File: src/rtl/serial_logic_unit.sv
// -----------------------------------------------------------------------------
// serial_logic_unit
//
// Bit-serial bitwise logic unit. A request (op, a, b) is captured on the
// accepting edge. The unit then evaluates one bit per clock, LSB first, and
// presents the full WIDTH-bit result together with a zero flag.
//
// The result is delivered WIDTH rising edges after the accepting edge. It is
// held until the consumer takes it. While the result is being taken, a new
// request can be accepted on the same edge, so back-to-back requests see no
// idle cycle in between.
//
// Ports
//   clk        in   1      rising-edge clock
//   rst_n      in   1      asynchronous active-low reset
//   in_valid   in   1      request present on op/a/b
//   in_ready   out  1      request can be accepted this cycle
//   op         in   2      00 AND, 01 OR, 10 NOR, 11 XOR
//   a, b       in   WIDTH  operands
//   out_valid  out  1      result/zero valid
//   out_ready  in   1      consumer takes the result this cycle
//   result     out  WIDTH  registered bitwise result
//   zero       out  1      registered flag, set when result == 0
// -----------------------------------------------------------------------------
module serial_logic_unit #(
    parameter int WIDTH = 32
) (
    input  logic             clk,
    input  logic             rst_n,
    input  logic             in_valid,
    output logic             in_ready,
    input  logic [1:0]       op,
    input  logic [WIDTH-1:0] a,
    input  logic [WIDTH-1:0] b,
    output logic             out_valid,
    input  logic             out_ready,
    output logic [WIDTH-1:0] result,
    output logic             zero
);

    localparam int                CNT_W    = (WIDTH > 1) ? $clog2(WIDTH) : 1;
    localparam logic [CNT_W-1:0]  LAST_BIT = CNT_W'(WIDTH - 1);
    localparam logic [CNT_W-1:0]  CNT_ONE  = CNT_W'(1);

    typedef enum logic [1:0] {
        ST_IDLE = 2'd0,
        ST_RUN  = 2'd1,
        ST_DONE = 2'd2
    } state_e;

    state_e             state_q,  state_d;
    logic [1:0]         op_q,     op_d;
    logic [WIDTH-1:0]   a_sh_q,   a_sh_d;
    logic [WIDTH-1:0]   b_sh_q,   b_sh_d;
    // Only WIDTH-1 bits of partial result are kept. The final bit is
    // concatenated on the completing edge and written straight into result_q.
    logic [WIDTH-2:0]   res_sh_q, res_sh_d;
    logic [WIDTH-1:0]   result_q, result_d;
    logic               zero_q,   zero_d;
    logic [CNT_W-1:0]   cnt_q,    cnt_d;

    logic               accept;
    logic               bit_val;
    logic [WIDTH-1:0]   res_next;

    // Single-bit gate for the selected operation
    function automatic logic logic_bit(input logic [1:0] f_op,
                                       input logic       f_a,
                                       input logic       f_b);
        logic r;
        case (f_op)
            2'b00:   r = f_a & f_b;
            2'b01:   r = f_a | f_b;
            2'b10:   r = ~(f_a | f_b);
            default: r = f_a ^ f_b;
        endcase
        return r;
    endfunction

    // Handshake
    always_comb begin
        in_ready = 1'b0;
        case (state_q)
            ST_IDLE: in_ready = 1'b1;
            ST_DONE: in_ready = out_ready;
            default: in_ready = 1'b0;
        endcase
    end

    assign accept    = in_valid & in_ready;
    assign out_valid = (state_q == ST_DONE);
    assign result    = result_q;
    assign zero      = zero_q;

    // Serial datapath: the current bit enters at the MSB, so after WIDTH
    // shifts bit 0 of the operands has reached bit 0 of the result.
    assign bit_val  = logic_bit(op_q, a_sh_q[0], b_sh_q[0]);
    assign res_next = {bit_val, res_sh_q};

    // Next-state and datapath update
    always_comb begin
        state_d  = state_q;
        op_d     = op_q;
        a_sh_d   = a_sh_q;
        b_sh_d   = b_sh_q;
        res_sh_d = res_sh_q;
        result_d = result_q;
        zero_d   = zero_q;
        cnt_d    = cnt_q;

        case (state_q)
            ST_IDLE: begin
                if (accept) begin
                    state_d  = ST_RUN;
                    op_d     = op;
                    a_sh_d   = a;
                    b_sh_d   = b;
                    res_sh_d = '0;
                    cnt_d    = '0;
                end
            end

            ST_RUN: begin
                a_sh_d   = a_sh_q >> 1;
                b_sh_d   = b_sh_q >> 1;
                res_sh_d = res_next[WIDTH-1:1];
                if (cnt_q == LAST_BIT) begin
                    // Counter holds at the last index rather than wrapping
                    state_d  = ST_DONE;
                    result_d = res_next;
                    zero_d   = (res_next == '0);
                end else begin
                    cnt_d = cnt_q + CNT_ONE;
                end
            end

            ST_DONE: begin
                if (out_ready) begin
                    if (in_valid) begin
                        // Result handed off and next request taken together
                        state_d  = ST_RUN;
                        op_d     = op;
                        a_sh_d   = a;
                        b_sh_d   = b;
                        res_sh_d = '0;
                        cnt_d    = '0;
                    end else begin
                        state_d = ST_IDLE;
                    end
                end
            end

            default: state_d = ST_IDLE;
        endcase
    end

    // State register
    always_ff @(posedge clk or negedge rst_n) begin
        if (!rst_n) begin
            state_q  <= ST_IDLE;
            op_q     <= 2'b00;
            a_sh_q   <= '0;
            b_sh_q   <= '0;
            res_sh_q <= '0;
            result_q <= '0;
            zero_q   <= 1'b0;
            cnt_q    <= '0;
        end else begin
            state_q  <= state_d;
            op_q     <= op_d;
            a_sh_q   <= a_sh_d;
            b_sh_q   <= b_sh_d;
            res_sh_q <= res_sh_d;
            result_q <= result_d;
            zero_q   <= zero_d;
            cnt_q    <= cnt_d;
        end
    end

endmodule

File: config.mk
export PLATFORM = sky130hd
export DESIGN_NAME = serial_logic_unit
export DESIGN_NICKNAME = d
export VERILOG_FILES = /design/src/rtl/serial_logic_unit.sv
export SDC_FILE = /design/constraint.sdc
export NUM_CORES = 1
export LEC_CHECK = 0
export CORE_ASPECT_RATIO = 1.5
export CORE_MARGIN = 2
export CORE_UTILIZATION = 30
export DETAILED_ROUTE_END_ITERATION = 6
export DONT_BUFFER_PORTS = 1
export PLACE_DENSITY = 0.43
export RECOVER_POWER = 100
export SLEW_MARGIN = 25
export SYNTH_ARGS = -nofsm -noshare
export SYNTH_HDL_FRONTEND = slang
export SYNTH_SLANG_ARGS = --single-unit
File: constraint.sdc
create_clock -name clk -period 2.3 [get_ports clk]
set_input_delay 0.115 -clock clk [delete_from_list [all_inputs] [get_ports clk]]
set_output_delay 0.115 -clock clk [all_outputs]
set_load 0.01 [all_outputs]
==> flow_summary.yaml <==
outcome:
  status: "complete, but fails checks"
  violations: "negative hold slack"
global_routing:
  track_usage: 0.128
  antenna_found_initial: 0
  grt_pass1_vias: 4310
  grt-ovfl-total: 0
  grt_max_degree: 155
  grt_pass1_wl_um: 21600
worst_setup_path:
  r2r_start: "state_q[1]$_DFFE_PN0P_"
  crit_path_end_kind: "flop"
  crit_start: "state_q[1]$_DFFE_PN0P_"
  reg2regPathDepth: 3
  crit_fanout: 154
  reg2reg_to: "a_sh_q[22]$_DFFE_PN0P_"
  critPathArrivalTime_ns: 2.25
  path_class: "flop to flop"
  r2r_slack_ns: 0.30
  startpoint_type: "flop"
  critPathCapture: "a_sh_q[22]$_DFFE_PN0P_"
  required_ns: 2.55
timing:
  hold_viol: 137
  max_slew_margin: 0.315
  fmax_ghz: 0.500
  fin_skew_ns: 0.00798
  hold_slack_ns: -0.600
  drv_slew: 0
  setup_viol_count_final: 0
  fin_crit_ns: 2.00
  setup_slack_ns: 0.298
  finalCritPeriodShare: 0.870
  totalNegativeSetupSlack_ns: 0
  worstMarginPinSlew_ns: 1.03
  rsz0062_at_grt: "false"
cts:
  cts_buffers: 17
  hold_buffers: 68
  cts_root_buf: "clkbuf_16"
  cts_sinks: 137
  clk_latency_ns: 0.41
  h-tree-depth: 4
  cts_buffer_depth: 2
  clkTransAtPathRegs_ns: 0.06
  cts_tree: "yes"
place:
  place_hpwl_um: 7930
  port_buffers: 0
  gp_congestion: 0.671
  pre_cts_slack_ns: 0.337
  placed_cells: 773
logic_synthesis:
  syn_nets: 615
  ys_seq_area_frac: 0.569
  ys_types: 33
  synth.ff_latch_count: 137
  synth.yosys.warnings: 0
  netlist_area_um2: 6030
  postSynthCellCount: 541
  postSynthAreaPerCell_um2: 11.1
worst_hold_path:
  hold_class: "primary input to asynchronous set/reset pin"
pwr:
  pwr-share-comb: 0.247
  p_switching_mw: 3.04
  p_leak_nw: 3.79
  seqPwrFrac: 0.451
  p_int_mw: 5.89
  swShare: 0.341
  power_density_nw_per_um2: 1210
  clkPwrFrac: 0.302
  power_mw: 8.93
  ir_drop_v: 0.000492
cells_and_area:
  fin_nets: 674
  final_cells: 871
  antennaDiodeCount: 0
  area_delta_synth_final_pct: 22.7
  drive_gt1_frac: 0.0753
  fill_cells: 1992
floorplan:
  die_area_um2: 21300
  rows: 63
  ios: 105
  die_w_um: 120
  initial_core_util: 0.306
  die-height_um: 178
  core_area_um2: 19700
detailed_routing:
  drtPass1Iterations: 4
  num_vias: 4067
  drt_iter0_drc: 215
  wl_per_cell_um: 14.7
  via_per_inst: 4.67
  routed_wl_um: 12800
  route.detailed.drc: 0
  drt.antenna.violating_nets: 0
flow_run:
  drv_cap: 0
repair_timing:
action | CTS | global route
buffers inserted | 0 | 0
hold endpoints to repair | 206 | 137
resized for setup | 0 | 0
endpoints found under the setup margin | 0 | 0
cell usage after synthesis:
| cell type | number | area, um2 |
|---|---|---|
| inv_1 | 5 | 18.8 |
| and2_0 | 1 | 6.26 |
| mux2_2 | 7 | 78.8 |
| a41o_1 | 1 | 10.0 |
| o21a_1 | 1 | 7.51 |
| o21ai_0 | 27 | 135 |
| nor4_1 | 7 | 43.8 |
| a21oi_1 | 1 | 5.00 |
| nand2_4 | 1 | 11.3 |
| buf_2 | 10 | 50.1 |
| nand4_1 | 3 | 18.8 |
| inv_2 | 1 | 3.75 |
| mux2_4 | 27 | 405 |
| clkbuf_1 | 13 | 48.8 |
| and2_1 | 1 | 6.26 |
| mux2i_1 | 62 | 621 |
| dfrtp_1 | 137 | 3430 |
| ha_1 | 4 | 50.1 |
| nand2_1 | 130 | 488 |
| o31ai_1 | 1 | 7.51 |
| and2b_1 | 1 | 7.51 |
| nor2_1 | 5 | 18.8 |
| nor3b_1 | 1 | 7.51 |
| a211oi_1 | 1 | 7.51 |
| nand3_1 | 36 | 180 |
| nand2b_1 | 1 | 6.26 |
| and3_1 | 1 | 6.26 |
| xor2_1 | 2 | 17.5 |
| buf_4 | 3 | 22.5 |
| buf_6 | 8 | 90.1 |
| nor3_1 | 1 | 5.00 |
| o211ai_2 | 1 | 12.5 |
| o21ai_1 | 40 | 200 |
layout make-up:
type	instances	area [um2]	share of cell area
Clock buffer	20	467	0.0631
Clock inverter	10	120	0.0162
Multi-Input combinational cell	364	2270	0.308
Tap cell	260	325	0.0440
Inverter	6	22.5	0.00305
Sequential cell	137	3430	0.464
Timing Repair Buffer	74	754	0.102
critical path: stages, from the launching register on:
cell	delay, ns
dfrtp_1	0.42
and2b_1	0.33
buf_6	0.68
o21ai_0	0.23
metrics by stage:
step                hold WS (ns)  cell area [um2]   util
floorplan                 -0.181             6030      -
global placement          -0.176             6250  0.317
detailed placement        -0.177             6250  0.317
CTS                       -0.635             7510  0.381
global route              -0.635             7390  0.375
finish                    -0.600             7390  0.375
state kept, by name (all words and copies together), names as in the netlist:
register  flops
b_sh_q       32
cnt_q         5
state_q       2
res_sh_q     31
op_q          2
result       32
zero          1
a_sh_q       32
cell usage in the layout (no fill, tap or decap), types with 6 or more instances in the layout:
cell / Yosys / routed
dfrtp_1: 137 / 137
nand2_1: 130 / 130
dlygate4sd3_1: 0 / 68
o21ai_0: 27 / 66
mux2i_1: 62 / 62
nand3_1: 36 / 36
mux2_1: 0 / 26
clkbuf_16: 0 / 17
mux2_2: 7 / 7
nor4_1: 7 / 7
inv_1: 5 / 6
cells by family after synthesis:
family | share of synthesized area
muxes | 0.183
adders and majority gates | 0.00831
buffers and inverters | 0.0388
AOI/OAI and AO/OA | 0.0640
xor gates and xnor gates | 0.00291
DFF | 0.569
and+or+nand+nor | 0.134
layer usage:
| metal | vias up | wire length, um | track usage |
|---|---|---|---|
| met4 | 0 | 131 | 0.0446 |
| met1 | 2002 | 5460 | 0.154 |
| met5 | - | 0 | 0 |
| met2 | 86 | 6660 | 0.217 |
| li1 | 1970 | - | - |
| met3 | 9 | 521 | 0.0382 |
power groups by stage:
stage / sequential (mW) / combinational, mW / clock (mW)
after floorplan: 3.87 / 2.02 / 0
after global placement: 4.08 / 2.30 / 0
after detailed placement: 4.11 / 2.38 / 0
after CTS: 4.07 / 2.48 / 2.80
after global routing: 4.18 / 2.58 / 2.91
final: 4.03 / 2.20 / 2.70
how the worst min path moves through the flow:
stage	start	to	slack, ns	cells past startpoint
finish	rst_n	result[23]$_DFFE_PN0P_	-0.60	0
global route	rst_n	result[23]$_DFFE_PN0P_	-0.64	0
CTS	rst_n	result[23]$_DFFE_PN0P_	-0.64	0
detailed placement	rst_n	result[23]$_DFFE_PN0P_	-0.18	0
global placement	rst_n	result[23]$_DFFE_PN0P_	-0.18	0
floorplan	rst_n	a_sh_q[0]$_DFFE_PN0P_	-0.18	0
Note: power is estimated with default switching activity, not from simulation.
